--- src/rtl/wave_pkg.sv ---
// Shared definitions for the waveform capture path: FSM states, RAM geometry
// and the sample-to-display-byte conversion used by any waveform source.
package wave_pkg;

  typedef enum logic [1:0] {
    ARMED  = 2'd0,
    ACTIVE = 2'd1,
    WAIT   = 2'd2
  } wave_state_t;

  localparam int WAVE_ADDR_W = 9;
  localparam int WAVE_IDX_W  = 8;
  localparam int WAVE_DATA_W = 8;

  // Signed top byte to offset-binary: flip the sign bit so 0 sits mid-scale.
  function automatic logic [WAVE_DATA_W-1:0] offset_binary(
    input logic [WAVE_DATA_W-1:0] msbs
  );
    return {~msbs[WAVE_DATA_W-1], msbs[WAVE_DATA_W-2:0]};
  endfunction

endpackage

--- src/rtl/sample_qualifier.sv ---
// Decimates the codec sample pulses, tracks the sign of the last accepted
// sample and flags rising zero crossings.
module sample_qualifier
  import wave_pkg::*;
#(
  parameter int SAMPLE_W = 16,
  parameter int DECIM    = 1
) (
  input  logic                   clk,
  input  logic                   reset,
  input  logic                   new_sample_ready,
  input  logic [SAMPLE_W-1:0]    new_sample_in,
  output logic                   accepted,
  output logic                   crossing,
  output logic [WAVE_DATA_W-1:0] sample_conv
);

  localparam logic [7:0] DECIM_LAST = 8'(DECIM - 1);

  logic [7:0] decim_cnt_reg;
  logic       prev_neg_reg;
  logic       sample_neg;

  assign sample_neg = new_sample_in[SAMPLE_W-1];

  // Left combinational so the top can register the RAM write on the very
  // edge that follows the accepted pulse.
  assign accepted    = new_sample_ready && (decim_cnt_reg == 8'd0);
  assign crossing    = accepted && !sample_neg && prev_neg_reg;
  assign sample_conv = offset_binary(new_sample_in[SAMPLE_W-1 -: WAVE_DATA_W]);

  always_ff @(posedge clk) begin
    if (reset) begin
      decim_cnt_reg <= 8'd0;
      prev_neg_reg  <= 1'b0;
    end else begin
      if (new_sample_ready) begin
        decim_cnt_reg <= (decim_cnt_reg == DECIM_LAST) ? 8'd0 : decim_cnt_reg + 8'd1;
      end
      if (accepted) begin
        prev_neg_reg <= sample_neg;
      end
    end
  end

endmodule

--- src/rtl/wave_capture_ctrl.sv ---
// Captures 256 decimated samples after a rising zero crossing (or timeout)
// into the hidden half of the waveform RAM, then swaps halves during blanking.
module wave_capture_ctrl
  import wave_pkg::*;
#(
  parameter int SAMPLE_W     = 16,
  parameter int DECIM        = 1,
  parameter int TRIG_TIMEOUT = 1024
) (
  input  logic                   clk,
  input  logic                   reset,
  input  logic                   new_sample_ready,
  input  logic [SAMPLE_W-1:0]    new_sample_in,
  input  logic                   wave_display_idle,
  output logic                   write_enable,
  output logic [WAVE_ADDR_W-1:0] write_address,
  output logic [WAVE_DATA_W-1:0] write_sample,
  output logic                   read_index,
  output logic                   flip,
  output logic                   free_run
);

  localparam logic [15:0] TIMEOUT_LAST = 16'(TRIG_TIMEOUT - 1);
  localparam logic [WAVE_IDX_W-1:0] IDX_LAST = '1;

  logic                   accepted;
  logic                   crossing;
  logic [WAVE_DATA_W-1:0] sample_conv;

  wave_state_t            state_reg, state_next;
  logic [WAVE_IDX_W-1:0]  index_reg, index_next;
  logic [15:0]            timeout_reg, timeout_next;
  logic                   read_index_reg, read_index_next;
  logic                   flip_reg, flip_next;
  logic                   free_run_reg, free_run_next;
  logic                   pending_reg, pending_next;
  logic                   we_reg, we_next;
  logic [WAVE_ADDR_W-1:0] addr_reg, addr_next;
  logic [WAVE_DATA_W-1:0] sample_reg, sample_next;

  sample_qualifier #(
    .SAMPLE_W (SAMPLE_W),
    .DECIM    (DECIM)
  ) u_qual (
    .clk              (clk),
    .reset            (reset),
    .new_sample_ready (new_sample_ready),
    .new_sample_in    (new_sample_in),
    .accepted         (accepted),
    .crossing         (crossing),
    .sample_conv      (sample_conv)
  );

  always_comb begin
    state_next      = state_reg;
    index_next      = index_reg;
    timeout_next    = timeout_reg;
    read_index_next = read_index_reg;
    flip_next       = 1'b0;
    free_run_next   = free_run_reg;
    pending_next    = pending_reg;
    we_next         = 1'b0;
    addr_next       = addr_reg;
    sample_next     = sample_reg;

    case (state_reg)
      ARMED: begin
        if (accepted) begin
          if (crossing || (timeout_reg == TIMEOUT_LAST)) begin
            we_next      = 1'b1;
            addr_next    = {~read_index_reg, {WAVE_IDX_W{1'b0}}};
            sample_next  = sample_conv;
            index_next   = 8'd1;
            // A real crossing wins when it coincides with the timeout.
            pending_next = !crossing;
            state_next   = ACTIVE;
          end else begin
            timeout_next = timeout_reg + 16'd1;
          end
        end
      end
      ACTIVE: begin
        if (accepted) begin
          we_next     = 1'b1;
          addr_next   = {~read_index_reg, index_reg};
          sample_next = sample_conv;
          index_next  = index_reg + 8'd1;
          if (index_reg == IDX_LAST) begin
            state_next = WAIT;
          end
        end
      end
      WAIT: begin
        // Accepted samples here only move prev_neg, so a crossing on the
        // swap cycle cannot trigger the next capture.
        if (wave_display_idle) begin
          read_index_next = ~read_index_reg;
          flip_next       = 1'b1;
          free_run_next   = pending_reg;
          timeout_next    = 16'd0;
          state_next      = ARMED;
        end
      end
      default: begin
        state_next = ARMED;
      end
    endcase
  end

  always_ff @(posedge clk) begin
    if (reset) begin
      state_reg      <= ARMED;
      index_reg      <= '0;
      timeout_reg    <= '0;
      read_index_reg <= 1'b0;
      flip_reg       <= 1'b0;
      free_run_reg   <= 1'b0;
      pending_reg    <= 1'b0;
      we_reg         <= 1'b0;
      addr_reg       <= '0;
      sample_reg     <= '0;
    end else begin
      state_reg      <= state_next;
      index_reg      <= index_next;
      timeout_reg    <= timeout_next;
      read_index_reg <= read_index_next;
      flip_reg       <= flip_next;
      free_run_reg   <= free_run_next;
      pending_reg    <= pending_next;
      we_reg         <= we_next;
      addr_reg       <= addr_next;
      sample_reg     <= sample_next;
    end
  end

  assign write_enable  = we_reg;
  assign write_address = addr_reg;
  assign write_sample  = sample_reg;
  assign read_index    = read_index_reg;
  assign flip          = flip_reg;
  assign free_run      = free_run_reg;

endmodule

--- config.mk ---
export PLATFORM = sky130hd
export DESIGN_NAME = wave_capture_ctrl
export DESIGN_NICKNAME = d
export VERILOG_FILES = /design/src/rtl/wave_pkg.sv /design/src/rtl/sample_qualifier.sv /design/src/rtl/wave_capture_ctrl.sv
export SDC_FILE = /design/constraint.sdc
export NUM_CORES = 1
export LEC_CHECK = 0
export ABC_CLOCK_PERIOD_IN_PS = 2500
export CAP_MARGIN = 25
export CORE_ASPECT_RATIO = 2
export CORE_MARGIN = 2
export CORE_UTILIZATION = 48
export CTS_CLUSTER_DIAMETER = 50
export CTS_CLUSTER_SIZE = 24
export DETAILED_ROUTE_END_ITERATION = 10
export PLACE_DENSITY = 0.75
export SLEW_MARGIN = 30
export SYNTH_ARGS = -nofsm -noshare
export SYNTH_HDL_FRONTEND = slang
export SYNTH_HIERARCHICAL = 1
export SYNTH_SLANG_ARGS = --single-unit
--- constraint.sdc ---
create_clock -name clk -period 2.5 [get_ports clk]
set_input_delay 0.5 -clock clk [delete_from_list [all_inputs] [get_ports clk]]
set_output_delay 0.5 -clock clk [all_outputs]
set_load 0.05 [all_outputs]
==> impl_metrics.csv, run 1 <==
group,metric,value,unit
clocking,cts.path.max_buffers,2,
layout,final_nets,391,
timing,hold_ws,448,ps
detailed_routing,antenna_violating_nets_post_route,0,
layout,final_util,0.624,
critical_path,criticalPathCategory,"reg2reg",
global_routing,grtUsageTotal,0.222,
placement,detailedPlacementHpwl,4650,µm
job,max_cap_viol_count,0,
clocking,clkTransAtPathRegs,60,ps
global_routing,largest_net_degree_at_the_start_of_global_routing,34,
floorplan,core_area,0.00542,mm²
clocking,tritoncts.num_buffers,9,
clocking,cts_max_level,3,
critical_path,endpoint_arrival_time_on_the_critical_path,2600,ps
global_routing,residual_overflow_from_global_routing,0,
floorplan,die_area,0.00628,mm²
layout,seq_area,0.00114,mm²
floorplan,pin_count,41,
global_routing,grt_pass1_wl,10800,µm
layout,num-fill-cells,510,
power,power.density_cell_area,558,mW/mm²
timing,setup_viol,0,
power,power.leakage,1.23,nW
clocking,clkSinkCount,57,
power,power.share.clock,0.418,
logic_synthesis,synth-warning-count,6,
logic_synthesis,synth_nets,346,
floorplan,die_height,110,µm
placement,postPlaceCellArea,0.00319,mm²
clocking,cts-hold-fix-buffers,0,
logic_synthesis,synth-edff-count,0,
timing,layout_worst_path_cycle_share,0.929,
power,power_report.internal_total,1.43,mW
critical_path,worstPathRequired,2770,ps
placement,port_buffers,32,
global_routing,first_global_vias,2476,
logic_synthesis,post_synth.cell_area_avg,8.39,µm²
placement,number_of_cells_after_detailed_placement,416,
layout,largest_register_ff_count,16,
layout,area.growth.synth_to_final,25.1,%
floorplan,floorplan.initialDensity,0.498,
critical_path,worst-r2r-setup-slack,180,ps
placement,gp_routability_congestion,0.885,
layout,design_area,0.00338,mm²
detailed_routing,routed_wl,6400,µm
layout,diodes,0,
min_path,worstHoldPathType,"reg2reg",
clocking,root_driver,"clkbuf_8",
logic_synthesis,async_reset_ff_frac,0,
timing,slew_viol_final,0,
logic_synthesis,post_synth_inst_count,322,
logic_synthesis,ys_seq_elements,57,
timing,hold_fails_final_rpt,0,
floorplan,row_count,38,
detailed_routing,route.detailed.vias_per_inst,5.78,
placement,placement.setup.worst_slack,-167,ps
logic_synthesis,syn_area,0.00270,mm²
layout,final_common_cell,"dfxtp_1",
outcome,run_status,"completed",
power,max-vdd-ir-drop,0.509,mV
clocking,cts_tree,"done",
timing,grt_setup_unrepaired,"no",
timing,fin_tns_setup,0,ps
detailed_routing,dr.first_iter.drc_count,114,
critical_path,timing.critical_path.from_type,"register",
layout,final_layout_size_suffix_gt1_frac,0.146,
critical_path,critical_path.max_fanout,5,
layout,post_layout_nonfiller_instances,431,
layout,multi_input_comb_area,0.00142,mm²
critical_path,setup.worst_path.end_class,"register",
clocking,clkLatencyLatePin,350,ps
timing,max_freq,431,MHz
timing,period_needed,2320,ps
power,share_comb_of_total_power,0.090,
detailed_routing,drt-wirelength-per-cell,14.8,µm
logic_synthesis,postSynth.topFlopCell,"dfxtp_1",
detailed_routing,detailroute.via_count,2490,
layout,most-common-layout-cells,"dfxtp_1 (57), nand2_1 (38), a21oi_1 (34)",
timing,post-route-worst-setup-slack,178,ps
floorplan,die_w,57.0,µm
power,seq_power_share,0.492,
timing,tightestPinTransition,579,ps
power,total_power,1.89,mW
logic_synthesis,synth_cell_type_count,56,
power,power.share.switching,0.240,
timing,clock_skew,5.97,ps
logic_synthesis,synth_seq_area_share,0.422,
detailed_routing,drt_pass1_iterations,4,
timing,maxSlewHeadroom,0.613,
global_routing,antenna_violations_before_repair,0,
power,netSwitchingPower,0.453,mW
detailed_routing,drt_drc_violations_left,0,
==> worst paths after layout <==
path,from,cells past startpoint,endpoint
worst max-delay path,u_qual/decim_cnt_reg[1]$_SDFFE_PP0P_,11,timeout_reg[1]$_SDFFE_PP0P_
worst min-delay path,write_address[2]$_SDFFE_PP0P_,2,write_address[2]$_SDFFE_PP0P_
worst max register to register,u_qual/decim_cnt_reg[1]$_SDFFE_PP0P_,11,timeout_reg[1]$_SDFFE_PP0P_
worst min register to register,write_address[2]$_SDFFE_PP0P_,2,write_address[2]$_SDFFE_PP0P_
==> repair_timing <==
action / CTS / global route
hold endpoints to repair: 0 / 0
setup endpoints to repair: 0 / 11
buffers inserted: 0 / 0
resized for setup: 0 / 1
==> synthesized netlist by cell type, types with 2 or more instances <==
| cell type | number | area share |
|---|---|---|
| buf_2 | 2 | 0.0037 |
| a311oi_1 | 6 | 0.019 |
| or4_1 | 2 | 0.0056 |
| nor4b_1 | 3 | 0.0097 |
| a21oi_1 | 34 | 0.063 |
| nand2b_1 | 4 | 0.0093 |
| or3_1 | 2 | 0.0046 |
| o21a_1 | 2 | 0.0056 |
| dfxtp_1 | 57 | 0.42 |
| and2_1 | 3 | 0.0069 |
| a211oi_1 | 6 | 0.017 |
| nor2b_1 | 2 | 0.0046 |
| nand2_1 | 38 | 0.053 |
| clkbuf_1 | 7 | 0.0097 |
| xor2_1 | 4 | 0.013 |
| nand3_1 | 15 | 0.028 |
| buf_6 | 3 | 0.013 |
| nand4_1 | 6 | 0.014 |
| a31oi_1 | 6 | 0.014 |
| a41oi_1 | 2 | 0.0065 |
| nand3_2 | 2 | 0.0074 |
| a22oi_1 | 2 | 0.0056 |
| ha_1 | 4 | 0.019 |
| o21ai_0 | 15 | 0.028 |
| and3_1 | 9 | 0.021 |
| nor3_1 | 9 | 0.017 |
| nor2_1 | 31 | 0.043 |
| inv_1 | 8 | 0.011 |
| mux2i_1 | 2 | 0.0074 |
| and4_1 | 2 | 0.0065 |
| buf_4 | 8 | 0.022 |
| a21o_1 | 2 | 0.0056 |
==> logic make-up (layout without fill, tap and decap cells) <==
kind of cell / after synthesis / in the layout / synth area share
flip-flops: 57 / 57 / 0.422
multiplexers: 2 / 2 / 0.00741
XOR/XNOR: 5 / 5 / 0.0162
AO/OA/AOI/OAI: 86 / 86 / 0.203
AND/OR/NAND/NOR: 139 / 139 / 0.272
buffers and inverters: 29 / 78 / 0.0607
adder cells (fa/ha/maj): 4 / 4 / 0.0185
==> worst max-delay path, stage by stage (launching register included) <==
cell and delay [ps]:
dfxtp_1 390, inv_1 60, ha_1 180, nor4b_2 160
and2_2 180, and3_2 240, nor4b_2 270, a21oi_1 140
a31oi_2 240, buf_4 170, nand3_1 70, a21oi_1 150
==> metal layers <==
layer / share of wire / global-route usage / wire length [µm]
met5: 0 / 0 / 0
met4: 0.037 / 0.148 / 237
met3: 0.039 / 0.0665 / 249
met2: 0.54 / 0.386 / 3430
met1: 0.39 / 0.225 / 2480
==> power by group through the flow <==
stage / combinational (mW) / clock [mW] / sequential, mW
floorplan: 0.0859 / 0 / 0.955
global placement: 0.166 / 0 / 0.946
detailed placement: 0.169 / 0 / 0.946
CTS: 0.170 / 0.813 / 0.926
global route: 0.184 / 0.854 / 0.927
finish: 0.170 / 0.789 / 0.926
==> cell type report <==
| cell class | instances | share of cell area |
|---|---|---|
| Clock buffer | 13 | 0.0500 |
| Clock inverter | 2 | 0.00370 |
| Inverter | 8 | 0.00889 |
| Multi-Input combinational cell | 236 | 0.421 |
| Sequential cell | 57 | 0.338 |
| Tap cell | 60 | 0.0222 |
| Timing Repair Buffer | 55 | 0.157 |
Power figures use the tool's default switching activity.
==> run 2: changes to the inputs <==
ABC_AREA = 0   (was default)
CORE_ASPECT_RATIO = 1.2   (was 2)
==> run 2 against run 1 <==
Compared with the run above: register-to-register slack hardly changed; clock skew grew 1.9 ps; clock-buffer cell count stayed put; flip-flop and latch count unchanged; maximum frequency shrank 0.50%; design area fell by 1.4%; clock power down 2%; die area down 0.54%; first-iteration DRC count is 15% higher; wire length is 11% lower; sequential share of layout area up 0.53 points; global-route usage shrank 2.7 points; critical path type is now in2reg.
==> impl_metrics.csv, run 2 (same netlist as run 1, synthesis figures left out) <==
group,metric,value,unit
layout,final_layout_size_suffix_gt1_frac,0.144,
detailed_routing,drt_pass1_iterations,4,
floorplan,floorplan.initialDensity,0.503,
critical_path,critical_path.max_fanout,4,
clocking,cts_tree,"done",
timing,setup_viol,0,
layout,post_layout_nonfiller_instances,430,
timing,grt_setup_unrepaired,"no",
placement,detailedPlacementHpwl,3930,µm
placement,port_buffers,32,
min_path,worstHoldPathType,"reg2reg",
clocking,clkSinkCount,57,
power,share_comb_of_total_power,0.085,
critical_path,criticalPathCategory,"in2reg",
layout,diodes,0,
critical_path,critical_path.cell_chain,"clkdlybuf4s50_1, nor4b_2, and2_2, and3_2, nor4b_2, a21oi_1, a31oi_2, buf_4, nand3_1, a21oi_1",
detailed_routing,routed_wl,5670,µm
detailed_routing,antenna_violating_nets_post_route,0,
placement,number_of_cells_after_detailed_placement,415,
power,max-vdd-ir-drop,0.254,mV
detailed_routing,drt_drc_violations_left,0,
power,total_power,1.86,mW
detailed_routing,detailroute.via_count,2459,
outcome,run_status,"completed",
clocking,tritoncts.num_buffers,9,
detailed_routing,dr.first_iter.drc_count,131,
layout,area.growth.synth_to_final,23.3,%
timing,slew_viol_final,0,
job,max_cap_viol_count,0,
clocking,cts.path.max_buffers,2,
floorplan,die_w,72.5,µm
clocking,root_driver,"clkbuf_8",
global_routing,top_usage_layer,"met2",
critical_path,timing.critical_path.slowest_stage_cell,"clkdlybuf4s50_1",
floorplan,pin_count,41,
global_routing,met2_usage,0.313,
power,power.share.clock,0.417,
detailed_routing,route.detailed.vias_per_inst,5.72,
power,netSwitchingPower,0.436,mW
layout,largest_register_ff_count,16,
timing,tightestPinTransition,508,ps
timing,layout_worst_path_cycle_share,0.933,
global_routing,grtUsageTotal,0.195,
power,power_report.internal_total,1.43,mW
critical_path,endpoint_arrival_time_on_the_critical_path,2590,ps
timing,fin_tns_setup,0,ps
clocking,cts_max_level,3,
clocking,clkLatencyLatePin,330,ps
layout,final_nets,388,
timing,max_freq,429,MHz
power,power.density_cell_area,559,mW/mm²
global_routing,residual_overflow_from_global_routing,0,
critical_path,timing.critical_path.from_type,"input pin",
detailed_routing,drt-wirelength-per-cell,13.2,µm
floorplan,core_area,0.00537,mm²
floorplan,die_height,86.2,µm
global_routing,antenna_violations_before_repair,0,
layout,num-fill-cells,469,
power,seq_power_share,0.498,
timing,clock_skew,7.88,ps
global_routing,met1_usage,0.251,
layout,final_common_cell,"dfxtp_1",
placement,gp_routability_congestion,0.869,
timing,period_needed,2330,ps
global_routing,largest_net_degree_at_the_start_of_global_routing,27,
clocking,post_cts.repair.setup_buffers,0,
global_routing,grt.met3_usage,0.0500,
clocking,clkTransAtPathRegs,60,ps
critical_path,setup.worst_path.end_class,"register",
power,power.leakage,1.21,nW
layout,most-common-layout-cells,"dfxtp_1 (56), nand2_1 (38), a21oi_1 (34)",
critical_path,worstPathRequired,2750,ps
global_routing,grt_pass1_wl,9720,µm
layout,final_util,0.620,
power,power.share.switching,0.234,
floorplan,die_area,0.00625,mm²
critical_path,critPathTopFamily,"simple AND/OR/NAND/NOR gates",
global_routing,first_global_vias,2207,
critical_path,critical_path_buf_inv_count,2,
timing,hold_fails_final_rpt,0,
timing,maxSlewHeadroom,0.660,
floorplan,row_count,29,
critical_path,delay_of_the_slowest_cell_on_the_worst_path,420,ps
==> run 2: power groups by stage <==
stage               registers (mW)  clock network (mW)  logic [mW]
floorplan                    0.955                   0      0.0859
global placement             0.947                   0       0.154
detailed placement           0.947                   0       0.156
CTS                          0.927               0.800       0.157
global route                 0.928               0.829       0.172
finish                       0.927               0.777       0.157
==> run 2: what timing repair did <==
item,CTS,global route
hold buffers,0,0
setup endpoints to repair,0,7
gates resized for setup,0,2
==> run 2: metal layers <==
layer,vias to the layer above,wire [µm]
met5,-,0
met4,0,83
met3,10,318
met2,64,2640
met1,1145,2620
li1,1240,-
==> run 2: final cells by class <==
type | instances | area [µm²] | share of cell area
multi-input combinational | 236 | 1420 | 0.427
sequential | 57 | 1140 | 0.343
timing repair buffer | 52 | 478 | 0.144
clock buffer | 13 | 169 | 0.0507
tap | 62 | 77.6 | 0.0233
inverter | 8 | 30.0 | 0.00902
clock inverter | 2 | 12.5 | 0.00376
==> run 2: path summary, 6_finish.rpt <==
check	startpoint	end	slack (ps)	depth (start not counted)
setup / recovery	new_sample_ready	timeout_reg[1]$_SDFFE_PP0P_	170	10
setup reg to reg	u_qual/decim_cnt_reg[1]$_SDFFE_PP0P_	timeout_reg[1]$_SDFFE_PP0P_	180	11
hold / removal	write_address[3]$_SDFFE_PP0P_	write_address[3]$_SDFFE_PP0P_	450	2
hold reg to reg	write_address[3]$_SDFFE_PP0P_	write_address[3]$_SDFFE_PP0P_	450	2
==> run 2: through the flow <==
step	area, µm²	setup WS (ps)	hold WS [ps]
2_1_floorplan	2720	56.7	443
3_3_place_gp	3140	-141	438
3_5_place_dp	3140	-185	442
4_1_cts	3320	119	451
5_1_grt	3330	1.22	468
6_report	3330	166	449
==> run 2: tightest hold or removal path, stage by stage, from the launching register on <==
cell     delay, ps
dfxtp_1        310
nand2_1         50
a21oi_1         50
==> run 3: changes to the inputs <==
CORE_ASPECT_RATIO = 2   (was 1.2)
CTS_BUF_LIST = sky130_fd_sc_hd__clkbuf_16   (was default)
PLACE_DENSITY = default   (was 0.75)
PLACE_DENSITY_LB_ADDON = 0.2   (was default)
==> run 3 against run 2 <==
Compared with the run above: sequential power barely moved; clock-buffer cell count shrank 4; register-to-register slack about the same; final cell count rose by 0.23%; via count up 1.9%; non-clock buffer count grew 3; utilization up 1.9 points; critical path depth unchanged; power grew 21%; die area rose by 0.54%; critical endpoint is now timeout_reg[8]$_SDFFE_PP0P_; largest cell class unchanged.
==> impl_metrics.csv, run 3 (same netlist as run 1, synthesis figures left out) <==
group,metric,value,unit
floorplan,die_w,57.0,µm
global_routing,residual_overflow_from_global_routing,0,
critical_path,criticalPathCategory,"in2reg",
clocking,clkSinkCount,57,
floorplan,die_area,0.00628,mm²
power,max-vdd-ir-drop,0.578,mV
timing,clock_skew,9.90,ps
floorplan,floorplan.initialDensity,0.498,
critical_path,timing.critical_path.from_type,"input pin",
global_routing,grtUsageTotal,0.218,
min_path,worstHoldPathType,"reg2reg",
critical_path,worstPathRequired,2750,ps
power,power_report.internal_total,1.75,mW
layout,diodes,0,
placement,detailedPlacementHpwl,4550,µm
timing,layout_worst_path_cycle_share,0.940,
power,power.share.clock,0.515,
outcome,run_status,"completed",
timing,maxSlewHeadroom,0.655,
clocking,root_driver,"clkbuf_16",
clocking,cts-hold-fix-buffers,0,
global_routing,first_global_vias,2449,
layout,final_nets,391,
floorplan,pin_count,41,
clocking,cts.path.max_buffers,2,
layout,final_util,0.639,
critical_path,setup.worst_path.end_class,"register",
detailed_routing,routed_wl,6230,µm
power,netSwitchingPower,0.501,mW
timing,period_needed,2350,ps
timing,max_freq,426,MHz
critical_path,critical_path.max_fanout,3,
clocking,cts_tree,"done",
detailed_routing,antenna_violating_nets_post_route,0,
layout,num-fill-cells,495,
detailed_routing,detailroute.via_count,2505,
clocking,post_cts.repair.setup_buffers,0,
detailed_routing,drt_pass1_iterations,4,
power,power.share.switching,0.222,
global_routing,largest_net_degree_at_the_start_of_global_routing,38,
layout,final_layout_size_suffix_gt1_frac,0.148,
placement,port_buffers,32,
global_routing,antenna_violations_before_repair,0,
job,max_cap_viol_count,0,
power,seq_power_share,0.411,
timing,hold_fails_final_rpt,0,
timing,tightestPinTransition,516,ps
clocking,tritoncts.num_buffers,9,
layout,most-common-layout-cells,"dfxtp_1 (57), nand2_1 (38), a21oi_1 (33)",
timing,grt_setup_unrepaired,"no",
clocking,clkTransAtPathRegs,50,ps
clocking,cts_max_level,3,
power,power.density_cell_area,651,mW/mm²
floorplan,row_count,38,
critical_path,endpoint_arrival_time_on_the_critical_path,2600,ps
detailed_routing,route.detailed.vias_per_inst,5.81,
power,share_comb_of_total_power,0.073,
clocking,clkLatencyLatePin,320,ps
placement,gp_routability_congestion,0.890,
timing,slew_viol_final,0,
layout,final_common_cell,"dfxtp_1",
layout,area.growth.synth_to_final,28.3,%
floorplan,core_area,0.00542,mm²
detailed_routing,drt-wirelength-per-cell,14.5,µm
global_routing,grt_pass1_wl,10700,µm
timing,hold_ws,448,ps
power,power.leakage,1.27,nW
floorplan,die_height,110,µm
clocking,post_cts.resized_instances,0,
detailed_routing,dr.first_iter.drc_count,67,
detailed_routing,drt_drc_violations_left,0,
placement,placement.setup.worst_slack,-142,ps
timing,setup_viol,0,
timing,post-route-worst-setup-slack,151,ps
layout,largest_register_ff_count,16,
## run 3: changes by cell type in the layout (fill, tap and decap cells not counted), sizes merged
cell / before / now
bufinv: 0 / 1
buf: 21 / 24
clkinv: 1 / 4
clkbuf: 13 / 9
## run 3: path summary, 6_finish.rpt
check,startpoint,end,slack (ps),cells past startpoint
worst min-delay path,write_address[5]$_SDFFE_PP0P_,write_address[5]$_SDFFE_PP0P_,450,2
worst min register to register,write_address[5]$_SDFFE_PP0P_,write_address[5]$_SDFFE_PP0P_,450,2
worst max register to register,u_qual/decim_cnt_reg[1]$_SDFFE_PP0P_,timeout_reg[8]$_SDFFE_PP0P_,170,11
worst max-delay path,new_sample_ready,timeout_reg[8]$_SDFFE_PP0P_,150,10
## run 3: area by class of cell
class | instances | area, µm² | share of cell area
inverters | 8 | 30.0 | 0.00867
flip-flops and latches | 57 | 1140 | 0.329
clock inverters | 6 | 60.1 | 0.0173
multi-input cells | 236 | 1420 | 0.410
well taps | 60 | 75.1 | 0.0217
repair buffers | 55 | 513 | 0.148
clock buffers | 9 | 225 | 0.0650
## run 3: metrics by stage
stage	TNS (ps)	cell area (µm²)	power, mW	instances
2_1_floorplan	0	2720	1.04	322
3_3_place_gp	-1310	3170	1.11	416
3_5_place_dp	-1730	3170	1.11	416
4_1_cts	0	3460	2.28	431
5_1_grt	0	3460	2.33	431
6_report	0	3460	2.26	431
## run 3: critical path, cell delays in order
cell and delay [ps]:
clkdlybuf4s50_1 430, nor4b_2 170, and2_2 200, and3_2 240, nor4b_2 290, buf_4 180
and2_1 220, buf_4 160, nand3b_1 70, a21oi_1 140
## run 3: layer usage
| metal | wire, µm | global-route usage |
|---|---|---|
| met3 | 192 | 0.0455 |
| met1 | 2430 | 0.226 |
| met5 | 0 | 0 |
| met2 | 3340 | 0.390 |
| met4 | 272 | 0.135 |
## run 3: power by group through the flow
| stage | clock network (mW) | registers, mW | logic [mW] |
|---|---|---|---|
| finish | 1.16 | 0.928 | 0.165 |
| global route | 1.23 | 0.928 | 0.180 |
| CTS | 1.19 | 0.927 | 0.166 |
| detailed placement | 0 | 0.946 | 0.165 |
| global placement | 0 | 0.946 | 0.162 |
| floorplan | 0 | 0.955 | 0.0859 |
